<file path="src/rtl/ex_stage.sv">
// Execute stage: one bundle slot (S) feeding the external ALU and one output
// register (O) toward MEM, each with its own valid bit and handshake.
module ex_stage #(
  parameter int unsigned XLEN     = 64,
  parameter int unsigned ALU_OP_W = 12,
  parameter int unsigned RD_W     = 5
) (
  input  logic                clk,
  input  logic                rst_n,
  input  logic                flush,
  input  logic                id_valid,
  output logic                id_ready,
  input  logic [XLEN-1:0]     id_pc,
  input  logic [ALU_OP_W-1:0] id_alu_op,
  input  logic [XLEN-1:0]     id_rs1,
  input  logic [XLEN-1:0]     id_rs2,
  input  logic [XLEN-1:0]     id_imm,
  input  logic                id_src1_pc,
  input  logic                id_src2_imm,
  input  logic                id_alu_32,
  input  logic [RD_W-1:0]     id_rd,
  input  logic                id_rd_we,
  output logic [ALU_OP_W-1:0] alu_op,
  output logic [XLEN-1:0]     alu_src1,
  output logic [XLEN-1:0]     alu_src2,
  output logic                alu_32,
  input  logic [XLEN-1:0]     alu_result,
  input  logic                alu_over,
  output logic                ex_valid,
  input  logic                mem_ready,
  output logic [XLEN-1:0]     ex_pc,
  output logic [XLEN-1:0]     ex_result,
  output logic [XLEN-1:0]     ex_store_data,
  output logic [RD_W-1:0]     ex_rd,
  output logic                ex_rd_we
);

  // Slot S
  logic                r_s_valid;
  logic [XLEN-1:0]     r_s_pc;
  logic [ALU_OP_W-1:0] r_s_alu_op;
  logic [XLEN-1:0]     r_s_rs1;
  logic [XLEN-1:0]     r_s_rs2;
  logic [XLEN-1:0]     r_s_imm;
  logic                r_s_src1_pc;
  logic                r_s_src2_imm;
  logic                r_s_alu_32;
  logic [RD_W-1:0]     r_s_rd;
  logic                r_s_rd_we;

  // Output register O
  logic                r_ex_valid;
  logic [XLEN-1:0]     r_ex_pc;
  logic [XLEN-1:0]     r_ex_result;
  logic [XLEN-1:0]     r_ex_store_data;
  logic [RD_W-1:0]     r_ex_rd;
  logic                r_ex_rd_we;

  logic                w_s_done;
  logic                w_advance;
  logic                w_accept;
  logic [XLEN-1:0]     w_result;

  // Handshake decisions, ALU operand selection and result shaping
  always_comb begin
    w_s_done  = r_s_valid & (alu_over | (r_s_alu_op == '0));
    w_advance = w_s_done & (~r_ex_valid | mem_ready);
    id_ready  = ~flush & (~r_s_valid | w_advance);
    w_accept  = id_valid & id_ready;

    alu_op    = r_s_valid ? r_s_alu_op : '0;
    alu_src1  = r_s_src1_pc  ? r_s_pc  : r_s_rs1;
    alu_src2  = r_s_src2_imm ? r_s_imm : r_s_rs2;
    alu_32    = r_s_alu_32;

    w_result  = alu_result;
    if (r_s_alu_op == '0) begin
      w_result = '0;
    end else if (r_s_alu_32) begin
      w_result = {{(XLEN-32){alu_result[31]}}, alu_result[31:0]};
    end
  end

  // Slot S valid: flush wins, then accept, then drain on advance
  always_ff @(posedge clk or negedge rst_n) begin
    if (!rst_n) begin
      r_s_valid <= 1'b0;
    end else if (flush) begin
      r_s_valid <= 1'b0;
    end else if (w_accept) begin
      r_s_valid <= 1'b1;
    end else if (w_advance) begin
      r_s_valid <= 1'b0;
    end
  end

  // Slot S payload captured on every accepted ID bundle
  always_ff @(posedge clk or negedge rst_n) begin
    if (!rst_n) begin
      r_s_pc       <= '0;
      r_s_alu_op   <= '0;
      r_s_rs1      <= '0;
      r_s_rs2      <= '0;
      r_s_imm      <= '0;
      r_s_src1_pc  <= 1'b0;
      r_s_src2_imm <= 1'b0;
      r_s_alu_32   <= 1'b0;
      r_s_rd       <= '0;
      r_s_rd_we    <= 1'b0;
    end else if (w_accept) begin
      r_s_pc       <= id_pc;
      r_s_alu_op   <= id_alu_op;
      r_s_rs1      <= id_rs1;
      r_s_rs2      <= id_rs2;
      r_s_imm      <= id_imm;
      r_s_src1_pc  <= id_src1_pc;
      r_s_src2_imm <= id_src2_imm;
      r_s_alu_32   <= id_alu_32;
      r_s_rd       <= id_rd;
      r_s_rd_we    <= id_rd_we;
    end
  end

  // Output valid: flush wins, set on advance, cleared once MEM takes it
  always_ff @(posedge clk or negedge rst_n) begin
    if (!rst_n) begin
      r_ex_valid <= 1'b0;
    end else if (flush) begin
      r_ex_valid <= 1'b0;
    end else if (w_advance) begin
      r_ex_valid <= 1'b1;
    end else if (mem_ready) begin
      r_ex_valid <= 1'b0;
    end
  end

  // Output payload only moves on advance, so it is frozen under backpressure
  always_ff @(posedge clk or negedge rst_n) begin
    if (!rst_n) begin
      r_ex_pc         <= '0;
      r_ex_result     <= '0;
      r_ex_store_data <= '0;
      r_ex_rd         <= '0;
      r_ex_rd_we      <= 1'b0;
    end else if (w_advance) begin
      r_ex_pc         <= r_s_pc;
      r_ex_result     <= w_result;
      r_ex_store_data <= r_s_rs2;
      r_ex_rd         <= r_s_rd;
      r_ex_rd_we      <= r_s_rd_we;
    end
  end

  assign ex_valid      = r_ex_valid;
  assign ex_pc         = r_ex_pc;
  assign ex_result     = r_ex_result;
  assign ex_store_data = r_ex_store_data;
  assign ex_rd         = r_ex_rd;
  assign ex_rd_we      = r_ex_rd_we & r_ex_valid;

endmodule

</file>
<file path="config.mk">
export PLATFORM = sky130hd
export DESIGN_NAME = ex_stage
export DESIGN_NICKNAME = d
export VERILOG_FILES = /design/src/rtl/ex_stage.sv
export SDC_FILE = /design/constraint.sdc
export NUM_CORES = 1
export LEC_CHECK = 0
export CORE_AREA = 2 2 266 268
export CTS_BUF_LIST = sky130_fd_sc_hd__clkbuf_4
export DETAILED_ROUTE_END_ITERATION = 16
export DIE_AREA = 0 0 268 270
export RECOVER_POWER = 100
export REMOVE_ABC_BUFFERS = 1
export SLEW_MARGIN = 20
export SYNTH_ARGS = -nofsm -noshare
export SYNTH_HDL_FRONTEND = slang
export SYNTH_SLANG_ARGS = --single-unit
</file>
<file path="constraint.sdc">
create_clock -name clk -period 3.2 [get_ports clk]
set_clock_uncertainty 0.1 [all_clocks]
set_input_delay 0.48 -clock clk [delete_from_list [all_inputs] [get_ports clk]]
set_output_delay 0.48 -clock clk [all_outputs]
set_load 0.01 [all_outputs]
</file>
Word level (Yosys, flattened, before mapping)
Cells that the tools add are included.
{"block": "totals", "register_bits": 477, "elab_cells": 42, "in_bits": 347, "out_inout_bits": 341}
{"block": "op_classes", "n_mux": 11, "bitwise_logic": 11, "reduce_logical": 3}
{"operator": "64-bit two-way mux", "count": 4}
{"operator": "12-bit zero test", "count": 1}
{"operator": "12-bit two-way mux", "count": 1}
{"operator": "1-bit two-way mux", "count": 6}
{"operator": "3-bit nonzero test", "count": 2}
{"operator": "1-bit bitwise AND", "count": 5}
{"operator": "1-bit inverter", "count": 3}
{"operator": "1-bit bitwise OR", "count": 3}

Depth between registers and ports, before layout
Gate-level depths: netlist (run 1).
{"block": "logic_depth", "depth_word": 9, "ltp_mapped": 8, "ltp_nobuf": 4}

Worst setup path after synthesis (run 1)
Ideal clock, no wire load.
{"block": "synth_timing", "path_type": "flip-flop to flip-flop", "from": "register r_s_alu_op[4]", "to": "register r_s_pc[11]", "required_time_ns": 2.975, "t_arrival_ns": 1.972, "stages_incl_launch_ff": 7, "slack_ns": 1.003, "n_path_buf": 2, "setup_time_ns": 0.125, "synth_period_minus_slack_ns": 2.197, "path_cell_list": "dfrtp_1 nor4_1 nand4_1 a311oi_2 buf_2 buf_4 mux2_2"}
{"block": "synth_between", "elab_chain_cells": 7}
{"item": "start, declared", "line": "41", "rtl": "logic [ALU_OP_W-1:0] r_s_alu_op;"}
{"item": "start signal, assigned", "line": "112", "rtl": "r_s_alu_op <= id_alu_op;"}
{"item": "12-bit zero test", "line": "66", "rtl": "w_s_done = r_s_valid & (alu_over | (r_s_alu_op == '0));"}
{"item": "1-bit bitwise OR", "line": "66"}
{"item": "1-bit bitwise AND", "line": "66"}
{"item": "1-bit bitwise AND", "line": "67", "rtl": "w_advance = w_s_done & (~r_ex_valid | mem_ready);"}
{"item": "1-bit bitwise OR", "line": "68", "rtl": "id_ready = ~flush & (~r_s_valid | w_advance);"}
{"item": "1-bit bitwise AND", "line": "68"}
{"item": "1-bit bitwise AND", "line": "69", "rtl": "w_accept = id_valid & id_ready;"}
{"item": "end signal, assigned", "line": "111", "rtl": "r_s_pc <= id_pc;"}
{"item": "end, declared", "line": "40", "rtl": "logic [XLEN-1:0] r_s_pc;"}
No other way between the ends.
A chain may end at the register's enable or synchronous reset.

Final worst setup path (run 1)
{"block": "layout_timing", "from": "register r_s_alu_op[11]", "to": "register r_s_imm[12]"}
{"block": "layout_between", "elab_chain_cells": 7}
{"item": "12-bit zero test", "line": "66"}
{"item": "1-bit bitwise OR", "line": "66"}
{"item": "1-bit bitwise AND", "line": "66"}
{"item": "1-bit bitwise AND", "line": "67"}
{"item": "1-bit bitwise OR", "line": "68"}
{"item": "1-bit bitwise AND", "line": "68"}
{"item": "1-bit bitwise AND", "line": "69"}
{"item": "end signal, assigned", "line": "115", "rtl": "r_s_imm <= id_imm;"}
{"item": "end, declared", "line": "44", "rtl": "logic [XLEN-1:0] r_s_imm;"}
No other way between the ends.

==> results of run 1 <==
## metrics by stage
stage | cell area (um^2) | worst slack (ps)
2_1_floorplan | 18930 | -10720
3_3_place_gp | 27670 | 327.2
3_5_place_dp | 27670 | 324.0
4_1_cts | 33000 | -116.0
5_1_grt | 32680 | -20.18
6_report | 32680 | 118.4
## power groups by stage
stage	clock (mW)	sequential, mW	combinational (mW)
after floorplan	0	8.53	2.40
after global placement	0	8.26	6.30
after detailed placement	0	8.32	6.35
after CTS	6.08	8.23	6.64
after global routing	6.40	8.38	6.55
final	5.79	8.21	6.17
## layer usage
layer	wire length [um]	GRT usage	up-vias	part of all wire
li1	-	-	6844	-
met1	24580	0.1940	7512	0.38
met2	34020	0.3135	503	0.52
met3	4428	0.05635	135	0.068
met4	1933	0.07689	2	0.030
met5	13	0	-	0.00020
## worst reg2reg max path: cells and delay by family (launching register included)
family | cells | cell delay (ps)
muxes | 1 | 380
DFF | 1 | 420
and+or+nand+nor | 2 | 500
buffers and inverters | 3 | 830
AOI/OAI and AO/OA | 1 | 670
## cells in the mapped netlist (2+ instances only)
cell / n
a21oi_1: 33
o2bb2ai_1: 32
a22o_1: 32
dfrtp_1: 477
nand2_1: 2
mux2_2: 539
buf_4: 23
clkbuf_1: 42
and3_1: 2
nor4_1: 3
and2_1: 14
inv_1: 3
buf_2: 16
## path summary, 6_finish.rpt
kind | to | slack [ps] | depth (start not counted)
max | r_s_imm[12] | 120 | 7
max in group asynchronous | r_s_rs2[17] | 390 | 3
min | r_s_rs1[2] | 180 | 2
max reg2reg | r_s_imm[12] | 120 | 7
min in group asynchronous | r_s_rs2[24] | 1200 | 3
min reg2reg | ex_result[53] | 380 | 1
## sequential cells by signal, summed over array words and instances, names as in the netlist
name           count
r_s_rs2           64
r_s_pc            64
r_s_rs1           64
r_s_src2_imm       1
r_s_rd             5
ex_pc             64
r_s_alu_op        12
r_s_imm           64
ex_result         64
ex_store_data     64
r_ex_rd_we         1
ex_valid           1
r_s_src1_pc        1
r_s_rd_we          1
ex_rd              5
alu_32             1
r_s_valid          1
## cell type report
cell class / instances / area share
diodes: 7 / 0.0005360
clock buffers: 194 / 0.04456
clock inverters: 41 / 0.008537
inverters: 3 / 0.0003446
multi-input cells: 666 / 0.2148
flip-flops and latches: 477 / 0.3653
well taps: 940 / 0.03599
repair buffers: 1096 / 0.3299
## repair_timing
action / in CTS / in global routing
hold buffers: 339 / 0
setup buffers: 14 / 1
endpoints found under the hold margin: 729 / 0
endpoints found under the setup margin: 126 / 5
pin swaps: 2 / 1
cloned: 6 / 0
resized for setup: 168 / 7
## kinds of logic after synthesis
| group | count (synthesis) |
|---|---|
| compound gates | 101 |
| buf+inv | 84 |
| flops | 477 |
| mux | 539 |
| simple gates | 26 |
## placed cells by master (no fill, tap or decap), types with 6 or more instances in the layout
| master | Yosys | routed |
|---|---|---|
| clkinv_1 | 0 | 28 |
| buf_12 | 0 | 12 |
| a22o_1 | 32 | 32 |
| clkbuf_1 | 42 | 27 |
| dlygate4sd3_1 | 0 | 546 |
| clkbuf_2 | 0 | 14 |
| and2_1 | 14 | 9 |
| o2bb2ai_1 | 32 | 32 |
| clkdlybuf4s50_1 | 0 | 350 |
| a21oi_1 | 33 | 33 |
| dfrtp_1 | 477 | 476 |
| clkbuf_4 | 0 | 198 |
| buf_16 | 0 | 6 |
| mux2_2 | 539 | 533 |
| dlygate4sd2_1 | 0 | 117 |
| mux2_1 | 0 | 6 |
| diode_2 | 0 | 7 |
| buf_4 | 23 | 11 |
==> impl_results.md, run 1 <==
- Status: finished with violations
- Failing checks: capacitance limit, slew limit
- YS warnings: 0
- Setup TNS: 0 ps
- Combinational family with the most area after synthesis: multiplexers
- Max Cap Viol: 1
- Hold Crit Start: id_rs1[2]
- Critical-path top delay cell: a311oi_1
- Simple-gate share of the synthesized area: 0.007956
- CTS Buffer Depth: 3
- Worst Max-Slew Pin Slew: 1681 ps
- Clock sink total: about 480
- Synth Area in Compound Gates: 0.03945
- Clock Root Buffer: clkbuf_4
- Power Internal: between 10 and 15 mW
- RR Startpoint: r_s_alu_op[11]
- Part of the Yosys area used for sequential elements: 0.6170
- CP top delay family: buffers and inverters
- Static leakage: ~14 nW
- Req. time, crit path: around 3800 ps
- Seq pwr share: 0.407
- Multi-input gate area: approximately 0.0070 mm^2
- Mux share of post-synthesis cell area: 0.3138
- Nets: around 2,700
- Crit path cell chain: nor4_4 > nand4_1 > clkbuf_4 > a311oi_1 > buf_12 > buf_4 > mux2_2
- I/O Buffers: between 600 and 700
- Yosys reg bits: between 400 and 500
- CP Launch Point: r_s_alu_op[11]
- Post-synth top flop: dfrtp_1
- Number of synthesized flops with an enable pin: 0
- Asr flop ratio synth: 1.000
- Die width: between 200 and 300 um
- Core Area: 0.06954 mm^2
- FMAX: approximately 320 MHz
- Initial DRC count: between 500 and 600
- Initial Util: 0.2782
- Total global routing overflow: 0
- Avg WL per Cell: between 15 and 20 um
- Filler Cell Count: ~6,200
- Crit end category: flip-flop
- Final WL: between 60,000 and 70,000 um
- DRC viols: 0
- Worst VDD drop: roughly 480 uV
- Fin util: 0.4700
- First-pass GRT wire length: slightly below 100,000 um
- Synth Area in Adders: 0
- Max FO, Critical Path: 29
- Share of the synthesized area in the top cell type: 0.6170
- Largest net degree at the start of global routing: between 60 and 70
- Post-synth top area cell: dfrtp_1
- Vias in the first global route: approximately 17,000
- Vias per inst: about 4.4
- Delay of the slowest cell on the worst path: 670 ps
- DR vias: around 15,000
- Routability cong.: ~0.82
- Synth top area cells: dfrtp_1 (62%), mux2_2 (31%), a22o_1 (1.4%)
- IO Count: around 700
- Post-route ant nets: 0
- Element type at the critical path start: flip-flop
- CTS buffer count: roughly 140
- Power Dens Cells: 617.1 mW/mm^2
- Gr usage total: 0.1775
- Overall power: between 20 and 25 mW
- Comb power frac: 0.306
- Period utilization: 0.9630
- Post-synthesis cell area: 0.01934 mm^2
- Layout overhead on the synthesized area: 68.95%
- H-Tree Depth: 4
- Minimum clock period: 3082 ps
- Hold Fails Final Rpt: 0
- Hold WS: 180.4 ps
- Cells after synthesis: 1,227
- Worst min path class: in -> reg
- Placed Instances: around 2,800
- Avg Cell Area, Syn: ~16 um^2
- Final cell count without fillers: roughly 3,400
- Clock slew at reported path FFs: around 60 ps
- Unique masters post-synth: 22
- NetSw: about 6 mW
- Sw Ratio: 0.2982
- Drt first pass iters: 4
- Clock share of power: 0.287
- Post-DP HPWL: between 40,000 and 50,000 um
- CP Class: reg -> reg
- Final Slew Violations: 12
- CTS tree: built
- Initial antenna violation count: 5
- Post-synthesis xor/xnor area fraction: 0
- Die Y: 270 um
- Worst skew pair latency: 920 ps
- Final Setup Violations: 0
- Crit path DAT: 3720 ps
- Slew headroom: -0.1206
- Row count: between 90 and 100
- Die area: a little over 0.07 mm^2
- Ratio of cells with drive above 1 in the final layout: 0.3226
- Sum of buffers and inverters on the critical path: 3
- Sequential Area: 0.01194 mm^2
Note: power is estimated with default switching activity, not from simulation.
==> run 2: changes to the inputs <==
--- a/config.mk
+++ b/config.mk
@@ -6,7 +6,6 @@
 export NUM_CORES = 1
 export LEC_CHECK = 0
 export CORE_AREA = 2 2 266 268
-export CTS_BUF_LIST = sky130_fd_sc_hd__clkbuf_4
 export DETAILED_ROUTE_END_ITERATION = 16
 export DIE_AREA = 0 0 268 270
 export RECOVER_POWER = 100
==> run 2 against run 1 <==
Effect of this change:
- the run still ends with capacitance limit, slew limit left
- utilization shrank 5.0 points
- die area stayed put
- via count down 13%
- wire length decreased by 8.8%
- flip-flop and latch count stayed put
- clock power rose by 5.9%
- global-route usage is 1.8 points lower
- total power grew 0.37%
- critical endpoint is now r_s_imm[27]
- highest routed layer unchanged
==> impl_results.md, run 2 (synthesis results as in run 1) <==
- Status: finished with violations
- Failing checks: capacitance limit, slew limit
- Clock sink total: 477 (unchanged)
- Crit path DAT: 3450 ps (-270 ps)
- Final WL: 59,230 um (-8.8%)
- Placed Instances: 2,822 (unchanged)
- Slew headroom: -0.3919 (-0.2713)
- Fin util: 0.4199 (-0.05003)
- First-pass GRT wire length: 88,330 um (-11%)
- Initial Util: 0.2782 (unchanged)
- Avg WL per Cell: 20.22 um (+6.6%)
- Post-route cell area: 0.02920 mm^2 (-11%)
- Row count: 97 (unchanged)
- Final Setup Violations: 0 (unchanged)
- Element type at the critical path start: flip-flop
- Drt first pass iters: 4 (unchanged)
- CP Class: reg -> reg
- Period utilization: 0.9624 (about the same)
- I/O Buffers: 687 (unchanged)
- Final Slew Violations: 62 (+50)
- CTS tree: built
- Setup TNS: 0 ps (unchanged)
- Nets: 2,286 (-16%)
- DR vias: 13,020 (-13%)
- Commonest non-fill, non-tap cells in the layout: mux2_2 (529), dfrtp_1 (475), clkdlybuf4s50_1 (465)
- Commonest non-fill, non-tap cell in the layout: mux2_2
- RR Startpoint: r_s_alu_op[8]
- Max Cap Viol: 1 (unchanged)
- Req. time, crit path: 3570 ps (-270 ps)
- Initial DRC count: 416 (-21%)
- Worst VDD drop: 482.5 uV (+1.3%)
- Register-to-register setup slack: 120 ps (about the same)
- H-Tree Depth: 2 (-2)
- Minimum clock period: 3080 ps (-2.048 ps)
- Total global routing overflow: 0 (unchanged)
- CTS Buffer Depth: 3 (unchanged)
- Ratio of cells with drive above 1 in the final layout: 0.3308 (+0.008240)
- R2R cell count: 6 (-1)
- Hold path depth: 1 (-1)
- DRC viols: 0 (unchanged)
- Post-route ant nets: 0 (unchanged)
- Max FO, Critical Path: 30 (+3.4%)
- Die Y: 270 um (unchanged)
- Initial antenna violation count: 10 (+5)
- Clock slew at reported path FFs: 60 ps (about the same)
- CP Launch Point: r_s_alu_op[8]
- Core Area: 0.06954 mm^2 (unchanged)
- Die area: 0.07236 mm^2 (unchanged)
- Clock Root Buffer: clkbuf_16
- Static leakage: 12.10 nW (-13%)
- IO Count: 688 (unchanged)
- Hold Crit Start: ex_result[35]
- Crit end category: flip-flop
- RR Endpoint: r_s_imm[27]
- Worst Hold End: ex_result[35]
- Final cell count without fillers: 2,929 (-14%)
- Post-DP HPWL: 43,650 um (unchanged)
- RSZ-0062 raised after global routing: false
- Layout overhead on the synthesized area: 50.96%
- Dpl cell area: 0.02767 mm^2 (unchanged)
- Power Dens Cells: 693.1 mW/mm^2 (+12%)
- Gr usage total: 0.1590 (-0.01846)
- Vias per inst: 4.446 (+1.5%)
- Worst min path class: reg -> reg
- Die width: 268 um (unchanged)
- Hold Fails Final Rpt: 0 (unchanged)
- FMAX: 324.7 MHz (about the same)
- Pre-CTS setup slack: 324.0 ps (unchanged)
- Worst skew pair latency: 580 ps (-340 ps)
- Vias in the first global route: 14,120 (-17%)
- Worst Max-Slew Pin Slew: 2088 ps (+406.9 ps)
- PnR worst setup slack: 120.4 ps (+2.048 ps)
- Routability cong.: 0.8224 (unchanged)
- Largest net degree at the start of global routing: 66 (+6.5%)
- CTS buffer count: 54 (-61%)
## run 2: layout make-up
class                      instances  area, um^2
inverter                           3       11.26
timing repair buffer             737        7308
antenna                            9       22.52
clock buffer                      83        1582
clock inverter                    14       173.9
fill                            6388       40340
tap                              940        1176
sequential                       477       11940
multi-input combinational        666        6990
## run 2: worst max-delay path, cell delays in order (launching register included)
cell and delay, ps:
dfrtp_1 390, nor4_1 420, nand4_1 190, a311oi_1 710, buf_12 280, buf_4 420, mux2_2 390
## run 2: timing repair
action | 4_1_cts | 5_1_grt
buffers inserted | 0 | 0
hold buffers | 1 | 0
setup endpoints to repair | 0 | 1
hold endpoints to repair | 53 | 0
resized for setup | 0 | 1
## run 2: worst max path at each step
| stage | endpoint | slack, ps | cells after the start |
|---|---|---|---|
| 2_1_floorplan | alu_32 | -10720 | 4 |
| 3_3_place_gp | r_s_rs1[38] | 330 | 7 |
| 3_5_place_dp | r_s_rs1[38] | 320 | 7 |
| 4_1_cts | id_ready | 50 | 5 |
| 5_1_grt | alu_src2[51] | 9 | 3 |
| 6_report | r_s_imm[27] | 120 | 6 |
## run 2: metrics by stage
step,power (mW),hold slack (ps)
2_1_floorplan,10.93,84.41
6_report,20.24,381.8
5_1_grt,21.31,348.6
3_5_place_dp,14.68,372.7
4_1_cts,20.98,334.9
3_3_place_gp,14.56,372.7
## run 2: metal layers
metal	up-vias	wire length (um)	track usage
met5	-	27	0
met3	97	4165	0.04540
li1	5883	-	-
met4	4	1644	0.05866
met1	6659	22500	0.1801
met2	380	30900	0.2821
## run 2: report_power, final
group	internal, mW	switching, mW
sequential	7.41	0.786
combinational	3.56	2.36
clock	3.64	2.49
total	14.6	5.64
==> run 3: changes to the inputs <==
--- a/config.mk
+++ b/config.mk
@@ -5,9 +5,10 @@
 export SDC_FILE = /design/constraint.sdc
 export NUM_CORES = 1
 export LEC_CHECK = 0
-export CORE_AREA = 2 2 266 268
+export ABC_AREA = 1
+export CORE_AREA = 2 2 264 266
 export DETAILED_ROUTE_END_ITERATION = 16
-export DIE_AREA = 0 0 268 270
+export DIE_AREA = 0 0 266 268
 export RECOVER_POWER = 100
 export REMOVE_ABC_BUFFERS = 1
 export SLEW_MARGIN = 20
==> run 3 against run 2 <==
Effect of this change:
- the run still ends with capacitance limit, slew limit left
- synthesized cell count is 100% higher
- global-route usage is 4.6 points higher
- design area is 4.2% higher
- via count is 48% higher
==> impl_results.md, run 3 <==
- Worst skew pair latency: 620 ps (+40 ps)
- Element type at the critical path start: flip-flop
- Sum of buffers and inverters on the critical path: 2 (unchanged)
- Setup TNS: 0 ps (unchanged)
- CTS Buffer Depth: 3 (unchanged)
- CTS tree: built
- RR Startpoint: r_s_alu_op[5]
- Delay of the slowest cell on the worst path: 660 ps (-50 ps)
- Number of synthesized flops with an enable pin: 0 (unchanged)
- Vias per inst: 4.796 (+7.9%)
- Post-DP HPWL: 51,360 um (+18%)
- H-Tree Depth: 2 (unchanged)
- Nets: 3,424 (+50%)
- Worst min path class: in -> reg
- Met2 usage: 0.3379 (+0.05576)
- Minimum clock period: 3063 ps (-16.53 ps)
- Crit path DAT: 2480 ps (-970 ps)
- Routability cong.: 0.8543 (+3.9%)
- Final Setup Violations: 0 (unchanged)
- Worst Hold End: r_s_pc[36]
- CP Class: reg -> out
- Unique masters post-synth: 14 (-36%)
- I/O Buffers: 687 (unchanged)
- Drt first pass iters: 5 (+1)
- Avg Cell Area, Syn: 8.336 um^2 (-47%)
- Post-route cell area: 0.03044 mm^2 (+4.2%)
- Commonest non-fill, non-tap cells in the layout: nand2_1 (911), dfrtp_1 (475), clkdlybuf4s50_1 (387)
- RR Endpoint: r_s_rs2[26]
- Post-synth top area cell: dfrtp_1
- Part of the Yosys area used for sequential elements: 0.5772 (-0.03987)
- Hold Crit Start: id_valid
- YS warnings: 0 (unchanged)
- Period utilization: 0.9572 (-0.005167)
- Fin util: 0.4461 (+0.02621)
- Die width: 266 um (-0.75%)
- Most numerous cell in the Yosys netlist: nand2_1
- Max Cap Viol: 1 (unchanged)
- Core Area: 0.06823 mm^2 (-1.9%)
- Initial DRC count: 1,321 (+220%)
- Post-route ant nets: 0 (unchanged)
- Cells after synthesis: 2,481 (+100%)
- GR peak layer: met2
- Clock Root Buffer: clkbuf_16
- Clock sink total: 477 (unchanged)
- DRC viols: 0 (unchanged)
- Post-synthesis cell area: 0.02068 mm^2 (+6.9%)
- Dpl cell area: 0.02857 mm^2 (+3.3%)
- Avg WL per Cell: 18.85 um (-6.8%)
- Register-to-register setup slack: 210 ps (+90 ps)
- Hold path depth: 3 (+2)
- Final Slew Violations: 63 (+1.6%)
- Status: finished with violations
- Hold Fails Final Rpt: 0 (unchanged)
- Critical-path top delay cell: dfrtp_4
- CTS buffer count: 55 (+1.9%)
- Worst Max-Slew Pin Slew: 2082 ps (-6.107 ps)
- Post-synth top flop: dfrtp_1
- Worst VDD drop: 447.2 uV (-7.3%)
- CP top delay family: buffers and inverters
- Max FO, Critical Path: 29 (-3.3%)
- Clock slew at reported path FFs: 60 ps (about the same)
- RSZ-0062 raised after global routing: false
- Req. time, crit path: 2620 ps (-950 ps)
- Ratio of cells with drive above 1 in the final layout: 0.04837 (-0.2824)
- Global Route met3 Usage: 0.05269 (+0.007285)
- Overall power: 19.87 mW (-1.8%)
- Die area: 0.07129 mm^2 (-1.5%)
- Asr flop ratio synth: 1.000 (unchanged)
- Layout overhead on the synthesized area: 47.18%
- Filler Cell Count: 6,799 (+6.4%)
- Hold WS: 218.7 ps (-163.1 ps)
- Crit path cell chain: buf_12 > o21ai_0 > dlygate4sd3_1
- M1 GR Usage: 0.2565 (+0.07642)
- IO Count: 688 (unchanged)
- Final WL: 75,770 um (+28%)
- Power Dens Cells: 652.9 mW/mm^2 (-5.8%)
- Initial Util: 0.3031 (+0.02496)
- FMAX: 326.5 MHz (+0.54%)
- Crit end category: output pin
- Commonest non-fill, non-tap cell in the layout: nand2_1
- Total global routing overflow: 0 (unchanged)
- Synth top area cells: dfrtp_1 (58%), nand2_1 (17%), nand4_1 (8.4%)
- Share of the synthesized area in the top cell type: 0.5772 (-0.03987)
- Slew headroom: -0.3879 (+0.004072)
- Vias in the first global route: 18,740 (+33%)
- Failing checks: capacitance limit, slew limit
- Largest net degree at the start of global routing: 208 (+220%)
- Post-cts repair resize count: 0 (unchanged)
- DR vias: 19,280 (+48%)
- Yosys reg bits: 477 (unchanged)
- Gr usage total: 0.2052 (+0.04615)
- Static leakage: 14.97 nW (+24%)
- Crit. path cell count: 3 (-3)
- Row count: 96 (-1.0%)
- First-pass GRT wire length: 113,500 um (+29%)
- Die Y: 268 um (-0.74%)
- Initial antenna violation count: 20 (+10)
- R2R cell count: 12 (+6)
- Top cells by count, synth: nand2_1 (912), dfrtp_1 (477), o21ai_0 (288), nand4_1 (277), inv_1 (177)
-- run 3: worst max path at each step --
stage / from / to / slack, ps
after floorplan: r_s_alu_op[9] / alu_32 / -10800
after global placement: mem_ready / id_ready / 590
after detailed placement: mem_ready / r_s_pc[11] / 610
after CTS: r_s_src1_pc / alu_src1[4] / 90
after global routing: r_s_alu_op[5] / r_s_rs2[26] / 20
final: r_s_src2_imm / alu_src2[61] / 140
-- run 3: through the flow --
| stage | setup WS (ps) | cells |
|---|---|---|
| 2_1_floorplan | -10800 | 2274 |
| 3_3_place_gp | 593.3 | 3898 |
| 3_5_place_dp | 605.8 | 3898 |
| 5_1_grt | 19.40 | 4014 |
| 4_1_cts | 91.42 | 4004 |
| 6_report | 137.0 | 4020 |
-- run 3: layout make-up --
type | count | area [um^2] | share of cell area
Timing Repair Buffer | 746 | 7542 | 0.2478
Sequential cell | 477 | 11940 | 0.3924
Clock buffer | 79 | 1588 | 0.05216
Antenna cell | 16 | 40.04 | 0.001315
Inverter | 178 | 675.6 | 0.02220
Multi-Input combinational cell | 1619 | 7256 | 0.2384
Tap cell | 882 | 1104 | 0.03626
Clock inverter | 23 | 289.0 | 0.009496
-- run 3: timing repair --
item                                    CTS  global route
hold endpoints to repair                 53             0
setup buffers                             3             0
endpoints found under the setup margin   11             0
hold buffers                              1             0
-- run 3: where the power goes --
| group | internal (mW) | leakage (nW) | switching [mW] |
|---|---|---|---|
| Clock | 3.93 | 0.925 | 2.63 |
| Sequential | 7.22 | 5.98 | 0.703 |
| Combinational | 2.55 | 8.07 | 2.84 |
| Total | 13.7 | 15.0 | 6.17 |
-- run 3: per-layer routing --
layer | wire, um | share of wire | vias up
met4 | 2565 | 0.034 | 14
met5 | 84 | 0.0011 | -
met2 | 36920 | 0.49 | 597
met3 | 5452 | 0.072 | 145
li1 | - | - | 9331
met1 | 30750 | 0.41 | 9193
-- run 3: tightest hold or removal path, stage by stage --
cell     delay, ps
buf_8          210
nand4_1        150
nand2_1         50
-- run 3: kinds of logic after synthesis --
group                  synth area share
AO/OA/AOI/OAI                   0.08591
flip-flops                       0.5772
buffers and inverters           0.07314
AND/OR/NAND/NOR                  0.2638
